<file path="src/rtl/riscv_pkg.sv">
// Shared RV32 pipeline definitions: datapath width, bubble encoding and fetch FSM states.
package riscv_pkg;

  localparam int unsigned XLEN = 32;

  localparam logic [XLEN-1:0] RESET_PC  = 32'h0000_0000;
  localparam logic [XLEN-1:0] NOP_INSTR = 32'h0000_0013;  // addi x0,x0,0

  typedef enum logic [1:0] {
    REQ,
    WAIT,
    HOLD,
    DROP
  } fetch_state_e;

  function automatic logic [XLEN-1:0] pc_plus4(input logic [XLEN-1:0] pc);
    return pc + 32'd4;
  endfunction

endpackage

</file>
<file path="src/rtl/if_id_reg.sv">
// IF/ID pipeline register: flush loads a bubble, stall holds, load captures a fetched instruction.
module if_id_reg
  import riscv_pkg::*;
(
  input  logic            clk,
  input  logic            reset,
  input  logic            load,
  input  logic            stall,
  input  logic            flush,
  input  logic [XLEN-1:0] instr_in,
  input  logic [XLEN-1:0] pc_in,
  output logic [XLEN-1:0] instr,
  output logic [XLEN-1:0] pc,
  output logic [XLEN-1:0] pc_plus4_out,
  output logic            valid
);

  always_ff @(posedge clk or posedge reset) begin
    if (reset) begin
      instr        <= NOP_INSTR;
      pc           <= '0;
      pc_plus4_out <= '0;
      valid        <= 1'b0;
    end else if (flush) begin
      instr        <= NOP_INSTR;
      pc           <= '0;
      pc_plus4_out <= '0;
      valid        <= 1'b0;
    end else if (!stall) begin
      // Nothing to deliver this cycle still means decode sees a bubble.
      instr        <= load ? instr_in : NOP_INSTR;
      pc           <= load ? pc_in : '0;
      pc_plus4_out <= load ? pc_plus4(pc_in) : '0;
      valid        <= load;
    end
  end

endmodule

</file>
<file path="src/rtl/fetch_stage.sv">
// Instruction fetch: PC and request FSM with single outstanding request, stall buffering,
// redirect handling and stale-response dropping; feeds the IF/ID register.
module fetch_stage
  import riscv_pkg::*;
(
  input  logic            clk,
  input  logic            reset,
  output logic            imem_req_valid,
  output logic [XLEN-1:0] imem_req_addr,
  input  logic            imem_req_ready,
  input  logic            imem_rsp_valid,
  input  logic [XLEN-1:0] imem_rsp_data,
  input  logic [XLEN-1:0] PCTargetE,
  input  logic            Branch_or_Jump_taken,
  input  logic            if_id_stall,
  input  logic            if_id_flush,
  output logic [XLEN-1:0] instrD,
  output logic [XLEN-1:0] PCD,
  output logic [XLEN-1:0] PCPlus4D,
  output logic            validD
);

  fetch_state_e    state;
  logic [XLEN-1:0] pcf;
  logic [XLEN-1:0] hold_data;
  logic [XLEN-1:0] hold_pc;

  logic            rsp_live;
  logic            req_fire;
  logic            load;
  logic [XLEN-1:0] load_instr;
  logic [XLEN-1:0] load_pc;

  assign rsp_live = (state == WAIT) && imem_rsp_valid;

  // A live response frees the slot, so the next request goes out in the same cycle.
  assign imem_req_valid = !reset && !Branch_or_Jump_taken &&
                          ((state == REQ) || (rsp_live && !if_id_stall));
  assign imem_req_addr  = (state == WAIT) ? pc_plus4(pcf) : pcf;
  assign req_fire       = imem_req_valid && imem_req_ready;

  assign load       = (rsp_live || (state == HOLD)) && !if_id_stall;
  assign load_instr = (state == HOLD) ? hold_data : imem_rsp_data;
  assign load_pc    = (state == HOLD) ? hold_pc : pcf;

  always_ff @(posedge clk or posedge reset) begin
    if (reset) begin
      state     <= REQ;
      pcf       <= RESET_PC;
      hold_data <= '0;
      hold_pc   <= '0;
    end else if (Branch_or_Jump_taken) begin
      pcf <= PCTargetE & ~32'h3;
      // An outstanding request that has not yet answered must be drained before refetching.
      if ((state == WAIT || state == DROP) && !imem_rsp_valid) begin
        state <= DROP;
      end else begin
        state <= REQ;
      end
    end else begin
      unique case (state)
        REQ: begin
          if (req_fire) state <= WAIT;
        end
        WAIT: begin
          if (imem_rsp_valid) begin
            if (if_id_stall) begin
              hold_data <= imem_rsp_data;
              hold_pc   <= pcf;
              state     <= HOLD;
            end else begin
              pcf   <= pc_plus4(pcf);
              state <= req_fire ? WAIT : REQ;
            end
          end
        end
        HOLD: begin
          if (!if_id_stall) begin
            pcf   <= pc_plus4(pcf);
            state <= REQ;
          end
        end
        DROP: begin
          if (imem_rsp_valid) state <= REQ;
        end
      endcase
    end
  end

  if_id_reg u_if_id_reg (
    .clk          (clk),
    .reset        (reset),
    .load         (load),
    .stall        (if_id_stall),
    .flush        (Branch_or_Jump_taken || if_id_flush),
    .instr_in     (load_instr),
    .pc_in        (load_pc),
    .instr        (instrD),
    .pc           (PCD),
    .pc_plus4_out (PCPlus4D),
    .valid        (validD)
  );

endmodule
</file>
<file path="config.mk">
export PLATFORM = sky130hd
export DESIGN_NAME = fetch_stage
export DESIGN_NICKNAME = d
export VERILOG_FILES = /design/src/rtl/riscv_pkg.sv /design/src/rtl/if_id_reg.sv /design/src/rtl/fetch_stage.sv
export SDC_FILE = /design/constraint.sdc
export NUM_CORES = 1
export LEC_CHECK = 0
export CORE_UTILIZATION = 49
export CTS_CLUSTER_SIZE = 8
export DETAILED_ROUTE_END_ITERATION = 8
export GPL_TIMING_DRIVEN = 1
export PLACE_DENSITY = 0.81
export SLEW_MARGIN = 20
export SYNTH_ARGS = -nofsm -noshare
export SYNTH_HDL_FRONTEND = slang
export SYNTH_SLANG_ARGS = --single-unit
</file>
<file path="constraint.sdc">
create_clock -name clk -period 7.1 [get_ports clk]
set_input_delay 1.065 -clock clk [delete_from_list [all_inputs] [get_ports clk]]
set_output_delay 1.065 -clock clk [all_outputs]
set_load 0.05 [all_outputs]
</file>
# Word-level counts from Yosys, hierarchy flattened
# Index checks and enable logic that the tools add are counted.
[totals]
regBits = 195
latch_bits = 0
ram_bits = 0
romBits = 0
output_inout_bits = 130
word_cells = 66
n_memories = 0
[op_classes]
n_addsub = 2
mul = 0
div_mod_pow = 0
order_cmp = 0
eq_ne = 8
shifts = 0
muxes = 27
n_bitwise = 1
n_reduce_logical = 20
[ops]
columns = ["operator", "n"]
rows = [
  ["two-way mux 32 bit", 15],
  ["adder 32 x 3 -> 32 bit (second input constant)", 2],
  ["case mux 32 bit (2 select lines)", 1],
  ["two-way mux 2 bit", 7],
  ["!= test 3 bit (second input constant)", 4],
  ["case mux 2 bit (4 select lines)", 1],
  ["AND reduction 4 bit", 2],
  ["logical AND 1 bit", 7],
  ["equality test 2 bit (second input constant)", 2],
  ["zero test 1 bit", 4],
  ["logical OR 1 bit", 4],
  ["two-way mux 1 bit", 3],
  ["nonzero test 3 bit", 1],
  ["equality test 2 x 1 -> 1 bit (second input constant)", 1],
  ["zero test 2 bit", 1],
  ["!= test 2 x 1 -> 1 bit (second input constant)", 1],
  ["AND reduction 2 bit", 1],
  ["inverter 1 bit", 1],
]

# Longest topological paths before layout
# Gate-level depths: netlist of run 1.
[depth]
ltp_word = 11
mapped_depth = 15
mapped_depth_nobuf = 10

# By module
# A second synthesis of run 1 with hierarchy kept.
[hier_totals]
hier_cells = 971
hier_area_um2 = 9469.1
[modules_own_cells]
columns = ["mod", "instances", "cells_per_inst", "area_each_um2"]
rows = [
  ["fetch_stage", 1, 637, 5482.8],
  ["if_id_reg", 1, 334, 3986.3],
]

# Worst setup path after synthesis of run 1
# OpenSTA, ideal clock, no wires.
[synth_timing]
path_kind = "input-to-output"
startpoint = "in reset"
endpoint = "out imem_req_valid"
arrival_ns = 5.881
t_required_ns = 6.035
setup_slack_ns = 0.154
stages = 2
path_buffers = 0
path_cell_list = "inv_1 -> and3_1"
[synth_via]
elab_chain_len = 3
[synth_rtl]
columns = ["element", "line_no", "source"]
rows = [
  ["from (decl)", "fetch_stage.sv:7", "input logic reset,"],
  ["zero test 1 bit (no line)", "--", ""],
  ["logical AND 1 bit (2 in a row)", "fetch_stage.sv:37", "assign imem_req_valid = !reset && !Branch_or_Jump_taken &&"],
  ["to (decl)", "fetch_stage.sv:8", "output logic imem_req_valid,"],
]
# Every way passes these cells.

# Final worst setup path of run 1
[layout_timing]
startpoint = "reg pcf[4]"
endpoint = "out imem_req_addr[31]"
[layout_via]
elab_chain_len = 2
[layout_rtl]
columns = ["element", "line_no", "source"]
rows = [
  ["from (decl)", "fetch_stage.sv:24", "logic [XLEN-1:0] pcf;"],
  ["from (signal assigned)", "fetch_stage.sv:53", "pcf <= PCTargetE & ~32'h3;"],
  ["from (signal assigned)", "fetch_stage.sv:72", "pcf <= pc_plus4(pcf);"],
  ["from (signal assigned)", "fetch_stage.sv:79", "pcf <= pc_plus4(pcf);"],
  ["adder 32 x 3 -> 32 bit", "riscv_pkg.sv:17", "return pc + 32'd4;"],
  ["two-way mux 32 bit", "fetch_stage.sv:39", "assign imem_req_addr = (state == WAIT) ? pc_plus4(pcf) : pcf;"],
  ["to (decl)", "fetch_stage.sv:9", "output logic [XLEN-1:0] imem_req_addr,"],
]
# Every way passes these cells.

==> results of run 1 <==
## path summary, 6_finish.rpt
kind	to	from	cells past startpoint	slack [ns]
setup reg to reg	u_if_id_reg.pc_plus4_out[20]	state[1]	10	3.38
setup / recovery	imem_req_addr[31]	pcf[4]	7	2.36
hold reg to reg	u_if_id_reg.pc[18]	u_if_id_reg.pc[18]	2	0.48
min in group asynchronous	hold_data[31]	reset	2	1.05
hold / removal	u_if_id_reg.pc[18]	u_if_id_reg.pc[18]	2	0.48
max in group asynchronous	u_if_id_reg.pc[2]	reset	3	4.76
## stage by stage
step | power (mW) | std cells | utilization | cell area, sq um
after floorplan | 1.68 | 947 | - | 9610
after CTS | 2.90 | 1366 | 0.647 | 12300
final | 2.90 | 1366 | 0.647 | 12300
after global routing | 3.01 | 1366 | 0.647 | 12300
after detailed placement | 1.86 | 1334 | 0.613 | 11600
after global placement | 1.83 | 1334 | 0.613 | 11600
## layout by cell type (no fill, tap or decap), types with 3 or more instances in the layout
master and n:
nor3_1 14, a21o_1 4, buf_4 7, dfstp_2 3
a21oi_1 3, and4_1 3, nor2_1 27, o21ai_1 7
nand4_1 17, and3_1 12, mux2i_1 69, clkbuf_16 17
a22o_1 7, nand2b_1 3, xnor2_1 35, nand2_1 188
a31oi_1 5, inv_6 5, nand3_1 21, clkdlybuf4s50_1 195
nor4_1 6, bufinv_16 4, nor3_2 5, o21ai_0 98
xor2_1 48, mux2_2 68, dfrtp_1 185, nor4_2 4
## power by group through the flow
stage / Clock (mW) / Combinational (mW) / Sequential (mW)
final: 1.05 / 0.518 / 1.33
after global routing: 1.11 / 0.558 / 1.34
after CTS: 1.06 / 0.521 / 1.32
after detailed placement: 0 / 0.515 / 1.34
after global placement: 0 / 0.504 / 1.33
after floorplan: 0 / 0.375 / 1.31
## cells in the mapped netlist (2+ instances only)
library cell	instances	share of area
a21o_1	4	0.0031
a21oi_1	3	0.0016
a22o_1	7	0.0064
a31oi_1	5	0.0033
and2_1	2	0.0013
and3_1	12	0.0078
and4_1	3	0.0027
buf_2	23	0.012
buf_4	12	0.0094
clkbuf_1	39	0.015
dfrtp_1	185	0.48
dfstp_2	3	0.0082
ha_1	2	0.0026
inv_1	3	0.0012
mux2_2	68	0.080
mux2i_1	69	0.072
mux2i_2	2	0.0029
nand2_1	189	0.074
nand2b_1	4	0.0026
nand3_1	21	0.011
nand4_1	17	0.011
nor2_1	27	0.011
nor2b_1	3	0.0020
nor3_1	16	0.0083
nor3_2	3	0.0031
nor3b_1	2	0.0016
nor4_1	6	0.0039
nor4_2	4	0.0052
nor4_4	2	0.0044
o2111ai_1	2	0.0018
o21ai_0	98	0.051
o21ai_1	7	0.0036
xnor2_1	35	0.032
xor2_1	48	0.044
## cell type report
type | count | area, sq um | share of cell area
flip-flops and latches | 188 | 4710 | 0.384
multi-input cells | 680 | 4550 | 0.371
repair buffers | 203 | 2010 | 0.164
clock buffers | 19 | 453 | 0.0369
well taps | 260 | 325 | 0.0265
clock inverters | 13 | 201 | 0.0164
inverters | 3 | 16.3 | 0.00133
## critical path, cell delays in order, from the launching register on
cell	delay, ns
dfrtp_1	0.62
nand3_1	0.19
or2_2	0.43
nor4_1	0.53
nand2_1	0.25
nor2_1	0.21
xor2_1	0.17
clkdlybuf4s50_1	0.82
## per-layer routing
metal  vias up  routed length [um]
met2       250               11000
met3        33                1330
met1      3618               11000
li1       3539                   -
met4         0                 529
met5         -                   0
## sequential cells by signal, indices dropped and copies added, names as in the netlist
register	count
hold_pc	30
u_if_id_reg.pc	30
u_if_id_reg.pc_plus4_out	31
state	2
u_if_id_reg.valid	1
pcf	30
u_if_id_reg.instr	32
hold_data	32
## cell families after synthesis
group	Yosys count	synth area share
other	1	0.000390
AND/OR/NAND/NOR	319	0.159
buffers and inverters	79	0.0393
multiplexers	139	0.154
adder cells (fa/ha/maj)	2	0.00260
XOR/XNOR	83	0.0756
AO/OA/AOI/OAI	135	0.0792
flip-flops	188	0.490
==> results.yml, run 1 <==
clock_network:
  hold_buffers: 0
  root_buffer: "clkbuf_16"
  cts_sinks: 188
  clockBufferDepth: 2
  cts_made_buffers: 17
  cts_max_level: 4
  clk_pin_slew_ns: 0.07
  clk_latency_ns: 0.44
  post-cts-setup-buffers: 0
  cts_resized: 0
  cts_tree: "yes"
setup_path:
  crit_required_ns: 6.03
  crit_path_end_kind: "primary output"
  cp-start-kind: "flip-flop"
  arrival_ns: 3.68
  critPathKind: "reg -> out"
  cp_max_fo: 12
floorplan:
  die_y_um: 142
  dieArea_sq_um: 20200
  rows: 50
  dieWidth_um: 142
  fp.coreArea_sq_um: 19000
  start_util: 0.507
  io_pins: 201
cells_and_area:
  drive_gt1_frac: 0.124
  syn_to_final_growth_pct: 27.6
  n_antenna_cell: 0
  num-fill-cells: 1508
  finalNetCount: 1166
timing:
  slew_viol_final: 0
  setup_viol: 0
  finalClockSkew_ns: 0.0106
  hold_violations: 0
  setup_ws_ns: 2.36
  tns_ns: 0
  tightest_slew_ns: 1.11
  holdWs_ns: 0.477
  period_needed_ns: 4.74
  period_share: 0.668
  slew_headroom: 0.258
  max_freq_ghz: 0.211
  rsz0062_at_grt: "no"
route:
  drc: 0
  wirelength_um: 23900
  drt_iter0_drc: 486
  vias_per_cell: 5.45
  wire_per_inst_um: 17.5
  num_vias: 7440
  drtAntennaViolNets: 0
  firstDrtPassIters: 6
synthesis:
  synth.distinct_cells: 54
  yosysWarningCount: 0
  async_reset_ff_frac: 1.00
  seq_area_frac_synth: 0.490
  synth_seq_cells: 188
  ys.flop_type: "dfrtp_1"
  synth_area_per_cell_sq_um: 10.2
  synth_edf_count: 0
  syn_inst: 946
  syn_area_sq_um: 9610
flow_run:
  cap_violations: 0
power:
  power_density_nw_per_um2: 236
  p_clk_frac: 0.363
  p_leak_nw: 5.26
  sw_frac_of_total: 0.290
  pwr-share-seq: 0.458
  p_switching_uw: 839
  internal-power_mw: 2.06
  power_frac_comb: 0.179
  ir_drop_uv: 178
placed_design:
  preCtsSetupSlack_ns: 2.92
  port_buffers: 196
  hpwl_um: 16300
  gp_congestion: 0.855
grt:
  grt_usage: 0.246
  met3_usage: 0.0370
  grt_pass1_vias: 7153
  grt_max_degree: 91
  grt_pass1_wl_um: 38300
  grt_busiest_layer: "met2"
  antenna_found_initial: 0
  gr-total-overflow: 0
  gr-usage-met1: 0.352
  met2_usage: 0.378
worst_hold_path:
  hp-class: "reg -> reg"
status:
  outcome: "complete, no violations"
Power figures use the tool's default switching activity.
==> run 2, diff against run 1 <==
- clock period: 7.1 -> 4.5 ns (I/O delays scaled with it)
==> run 2 against run 1 <==
  * Clock power grew 38%
  * First-iteration DRC count is 9.5% higher
  * Critical path depth unchanged
  * Sequential power up 57%
  * Non-clock buffer count rose by 6
  * Wire length up 0.46%
  * Worst hold slack is essentially flat
  * Sequential cell count stayed put
  * Sequential share of layout area grew 0.11 points
  * Die area stayed put
  * Clock skew about the same
  * Critical endpoint is now imem_req_addr[29]
  * Largest cell class unchanged
==> results.yml, run 2 (synthesis results as in run 1) <==
status:
  outcome: "complete, no violations"
clock_network:
  clk_latency_ns: 0.43
  post-cts-setup-buffers: 0
  cts_tree: "yes"
  root_buffer: "clkbuf_16"
  cts_sinks: 188
  cts_made_buffers: 17
  hold_buffers: 0
  clockBufferDepth: 2
  cts_resized: 0
  clk_pin_slew_ns: 0.07
  cts_max_level: 4
floorplan:
  fp.coreArea_sq_um: 19000
  dieArea_sq_um: 20200
  dieWidth_um: 142
  die_y_um: 142
  rows: 50
  start_util: 0.507
  io_pins: 201
route:
  firstDrtPassIters: 5
  drt_iter0_drc: 532
  num_vias: 7509
  drtAntennaViolNets: 0
  drc: 0
  wire_per_inst_um: 17.5
  wirelength_um: 24000
  vias_per_cell: 5.47
setup_path:
  reg2reg_to: "u_if_id_reg.pc_plus4_out[28]"
  crit_path_end_kind: "primary output"
  reg2reg_depth: 9
  reg2reg_from: "state[1]"
  reg2reg_setup_slack_ns: 1.09
  critPathKind: "reg -> out"
  arrival_ns: 3.47
  crit_required_ns: 3.83
  cp_max_fo: 13
  cp-start-kind: "flip-flop"
timing:
  period_share: 0.922
  slew_headroom: 0.372
  tightest_slew_ns: 0.941
  rsz0062_at_grt: "no"
  setup_viol: 0
  finalClockSkew_ns: 0.0104
  slew_viol_final: 0
  setup_ws_ns: 0.351
  hold_violations: 0
  period_needed_ns: 4.15
  max_freq_ghz: 0.241
  tns_ns: 0
  holdWs_ns: 0.477
power:
  ir_drop_uv: 278
  p_leak_nw: 5.22
  power_density_nw_per_um2: 357
grt:
  grt_pass1_wl_um: 38400
  gr-total-overflow: 0
  grt_usage: 0.248
  grt_max_degree: 91
  antenna_found_initial: 0
  grt_pass1_vias: 7216
worst_hold_path:
  hold_depth: 2
  hp-class: "reg -> reg"
  holdCritStartpoint: "u_if_id_reg.instr[26]"
  holdPathEnd: "u_if_id_reg.instr[26]"
cells_and_area:
  drive_gt1_frac: 0.128
  n_antenna_cell: 0
  num-fill-cells: 1492
  stdcell_count: 1372
  syn_to_final_growth_pct: 27.2
  reg_top3: "hold_data: 32 flops, u_if_id_reg.instr: 32 flops, u_if_id_reg.pc_plus4_out: 31 flops"
  final_cell_mix: "195 x clkdlybuf4s50_1, 188 x nand2_1, 185 x dfrtp_1, 98 x o21ai_0, 69 x mux2i_1"
  finalNetCount: 1172
  final_common_cell: "clkdlybuf4s50_1"
  final_util: 0.645
placed_design:
  gp_congestion: 0.885
  port_buffers: 196
  hpwl_um: 17100
  placedCellCount: 1340
  preCtsSetupSlack_ns: 0.659
flow_run:
  cap_violations: 0
-- run 2: power breakdown --
part           total, mW  switching (mW)  internal (mW)
Clock               1.45           0.680          0.775
Combinational      0.826           0.452          0.374
Sequential          2.09           0.187           1.90
Total               4.37            1.32           3.05
-- run 2: metal layers --
metal	vias to the layer above	wire (um)	global-route usage
met1	3682	11100	0.352
met3	31	1320	0.0468
met4	0	420	0.0758
met2	241	11200	0.383
li1	3555	-	-
met5	-	0	0
-- run 2: final cells by class --
cell class	count	area, sq um	area share
clock inverter	13	131	0.0107
timing repair buffer	209	2060	0.168
sequential	188	4710	0.385
inverter	3	15.0	0.00123
tap	260	325	0.0266
multi-input combinational	680	4560	0.373
clock buffer	19	433	0.0354
-- run 2: per-stage QoR --
stage	power (mW)	instance area [sq um]
after CTS	4.39	12200
after global placement	2.90	11700
after floorplan	2.66	9620
after detailed placement	2.93	11700
final	4.37	12200
after global routing	4.55	12200
-- run 2: worst max-delay path, cell delays in order (launching register included) --
cell and delay, ns:
dfrtp_1 0.61, and4_1 0.44, nand4_4 0.17, nor4_2 0.41, nand2_1 0.22, nor3_2 0.19
xor2_1 0.17, clkdlybuf4s50_1 0.82
-- run 2: worst max-delay path by stage --
stage / from / to / slack (ns)
after CTS: pcf[10] / imem_req_addr[29] / 0.18
after global placement: pcf[4] / imem_req_addr[31] / 0.74
after floorplan: reset / imem_req_valid / -0.30
after detailed placement: pcf[10] / imem_req_addr[29] / 0.66
final: pcf[10] / imem_req_addr[29] / 0.35
after global routing: pcf[3] / imem_req_addr[30] / 0.17
==> run 3, diff against run 2 <==
- CORE_MARGIN: unset -> 2
- DONT_BUFFER_PORTS: unset -> 1
- PLACE_DENSITY: 0.81 -> 0.68
==> run 3 against run 2 <==
  * Via count fell by 10%
  * First-iteration DRC count fell by 16%
  * Worst setup slack improved by 0.43 ns
  * Combinational power fell by 19%
  * Worst hold slack got worse by 0.29 ns
  * Fmax rose by 12%
  * Total power fell by 1.2%
  * Utilization fell by 10 points
  * Wire length fell by 3.4%
  * Die area rose by 2.8%
  * Critical endpoint is now imem_req_addr[31]
==> results.yml, run 3 (synthesis results as in run 1) <==
timing:
  finalClockSkew_ns: 0.0121
  hold_violations: 0
  slew_headroom: 0.226
  rsz0062_at_grt: "no"
  tightest_slew_ns: 1.15
  period_share: 0.826
  period_needed_ns: 3.72
  setup_viol: 0
  max_freq_ghz: 0.269
  slew_viol_final: 0
  holdWs_ns: 0.185
  tns_ns: 0
setup_path:
  crit_path_start: "pcf[4]"
  arrival_ns: 3.04
  crit_path_end_kind: "primary output"
  slowest_delay_ns: 0.61
  reg2reg_from: "state[1]"
  crit_slowest_cell: "dfrtp_1"
  critPathKind: "reg -> out"
  reg2reg_to: "u_if_id_reg.pc_plus4_out[28]"
  cp-start-kind: "flip-flop"
  crit_path_cell_trace: "nand3_1 -> or2_2 -> nor4_1 -> nand2_1 -> nor2_1 -> xor2_1 -> buf_4"
  cp_max_fo: 12
  crit_required_ns: 3.83
  reg2reg_setup_slack_ns: 1.33
  reg2reg_depth: 9
  critPathCapture: "imem_req_addr[31]"
power:
  p_leak_nw: 4.65
  internal-power_mw: 2.94
  ir_drop_uv: 270
  power_density_nw_per_um2: 411
  pwr-share-seq: 0.491
  p_clk_frac: 0.354
  sw_frac_of_total: 0.318
  p_switching_mw: 1.37
  power_frac_comb: 0.155
route:
  wire_per_inst_um: 19.3
  num_vias: 6736
  firstDrtPassIters: 4
  vias_per_cell: 5.59
  wirelength_um: 23200
  drt_iter0_drc: 446
  drtAntennaViolNets: 0
  drc: 0
cells_and_area:
  syn_to_final_growth_pct: 9.14
  finish.instance_area_sq_um: 10500
  ff_latch_area_sq_um: 4710
  reg_top3: "hold_data: 32 flops, u_if_id_reg.instr: 32 flops, u_if_id_reg.pc_plus4_out: 31 flops"
  n_antenna_cell: 0
  final_cell_mix: "188 x nand2_1, 184 x dfrtp_1, 98 x o21ai_0, 69 x mux2i_1, 68 x mux2_2"
  final_common_cell: "nand2_1"
  multi_input_area_sq_um: 4550
  finalNetCount: 999
  final_util: 0.542
  drive_gt1_frac: 0.176
  num-fill-cells: 1708
floorplan:
  fp.coreArea_sq_um: 19300
  die_y_um: 144
  io_pins: 201
  dieWidth_um: 144
  start_util: 0.497
  dieArea_sq_um: 20700
  rows: 51
clock_network:
  clk_pin_slew_ns: 0.08
  cts_sinks: 188
  post-cts-setup-buffers: 0
  cts_made_buffers: 17
  root_buffer: "clkbuf_16"
  cts_tree: "yes"
  cts_max_level: 4
  cts_resized: 0
  clockBufferDepth: 2
  hold_buffers: 0
  clk_latency_ns: 0.44
grt:
  antenna_found_initial: 0
  grt_pass1_wl_um: 35900
  grt_usage: 0.227
  gr-total-overflow: 0
  grt_pass1_vias: 6292
  grt_max_degree: 91
placed_design:
  gp_congestion: 0.832
  port_buffers: 0
  hpwl_um: 16300
  dpl_cell_area_sq_um: 9870
status:
  outcome: "complete, no violations"
worst_hold_path:
  hp-class: "in -> async"
flow_run:
  cap_violations: 0
-- run 3: cell count changes in the layout (fill, tap and decap cells not counted), moves of 2 or more --
cell and change:
clkinvlp_4 -4, clkdlybuf4s50_1 -195, clkbuf_1 -2, inv_8 +2
inv_6 -2, clkinv_8 +6, buf_4 +24
-- run 3: metal layers --
layer,vias up,part of all wire,GRT usage
met4,0,0.013,0.0645
met3,22,0.080,0.0646
met2,210,0.43,0.325
li1,3205,-,-
met1,3299,0.47,0.335
met5,-,0,0
-- run 3: power groups by stage --
stage          logic [mW]  registers [mW]  clock network, mW
6_report            0.669            2.12               1.53
3_5_place_dp        0.672            2.15                  0
3_3_place_gp        0.658            2.14                  0
2_1_floorplan       0.593            2.07                  0
5_1_grt             0.730            2.15               1.63
4_1_cts             0.674            2.12               1.56
-- run 3: worst max-delay path: cells and delay by family, from the launching register on --
| family | cells | cell delay, ns |
|---|---|---|
| buffers and inverters | 1 | 0.22 |
| DFF | 1 | 0.61 |
| and+or+nand+nor | 5 | 1.57 |
| xor gates and xnor gates | 1 | 0.18 |
-- run 3: final cells by class --
cell class              count  share of cell area
clock buffers              17              0.0406
clock inverters            15              0.0181
inverters                   3             0.00143
multi-input cells         680               0.433
flip-flops and latches    188               0.449
well taps                 265              0.0316
repair buffers             36              0.0258
-- run 3: how the worst min path moves through the flow --
stage | slack [ns] | cells after the start | from | endpoint
2_1_floorplan | 0.47 | 1 | hold_pc[2] | hold_pc[2]
3_3_place_gp | 0.48 | 1 | hold_pc[9] | hold_pc[9]
3_5_place_dp | 0.49 | 1 | hold_pc[2] | hold_pc[2]
4_1_cts | 0.19 | 1 | reset | u_if_id_reg.pc[5]
5_1_grt | 0.21 | 1 | reset | u_if_id_reg.pc[5]
6_report | 0.19 | 1 | reset | u_if_id_reg.pc_plus4_out[7]
-- run 3: through the flow --
| step | setup slack, ns | cells | power (mW) |
|---|---|---|---|
| after floorplan | -0.295 | 947 | 2.66 |
| after global placement | 1.29 | 1172 | 2.80 |
| after detailed placement | 1.27 | 1172 | 2.82 |
| after CTS | 0.766 | 1204 | 4.35 |
| after global routing | 0.529 | 1204 | 4.51 |
| final | 0.785 | 1204 | 4.32 |
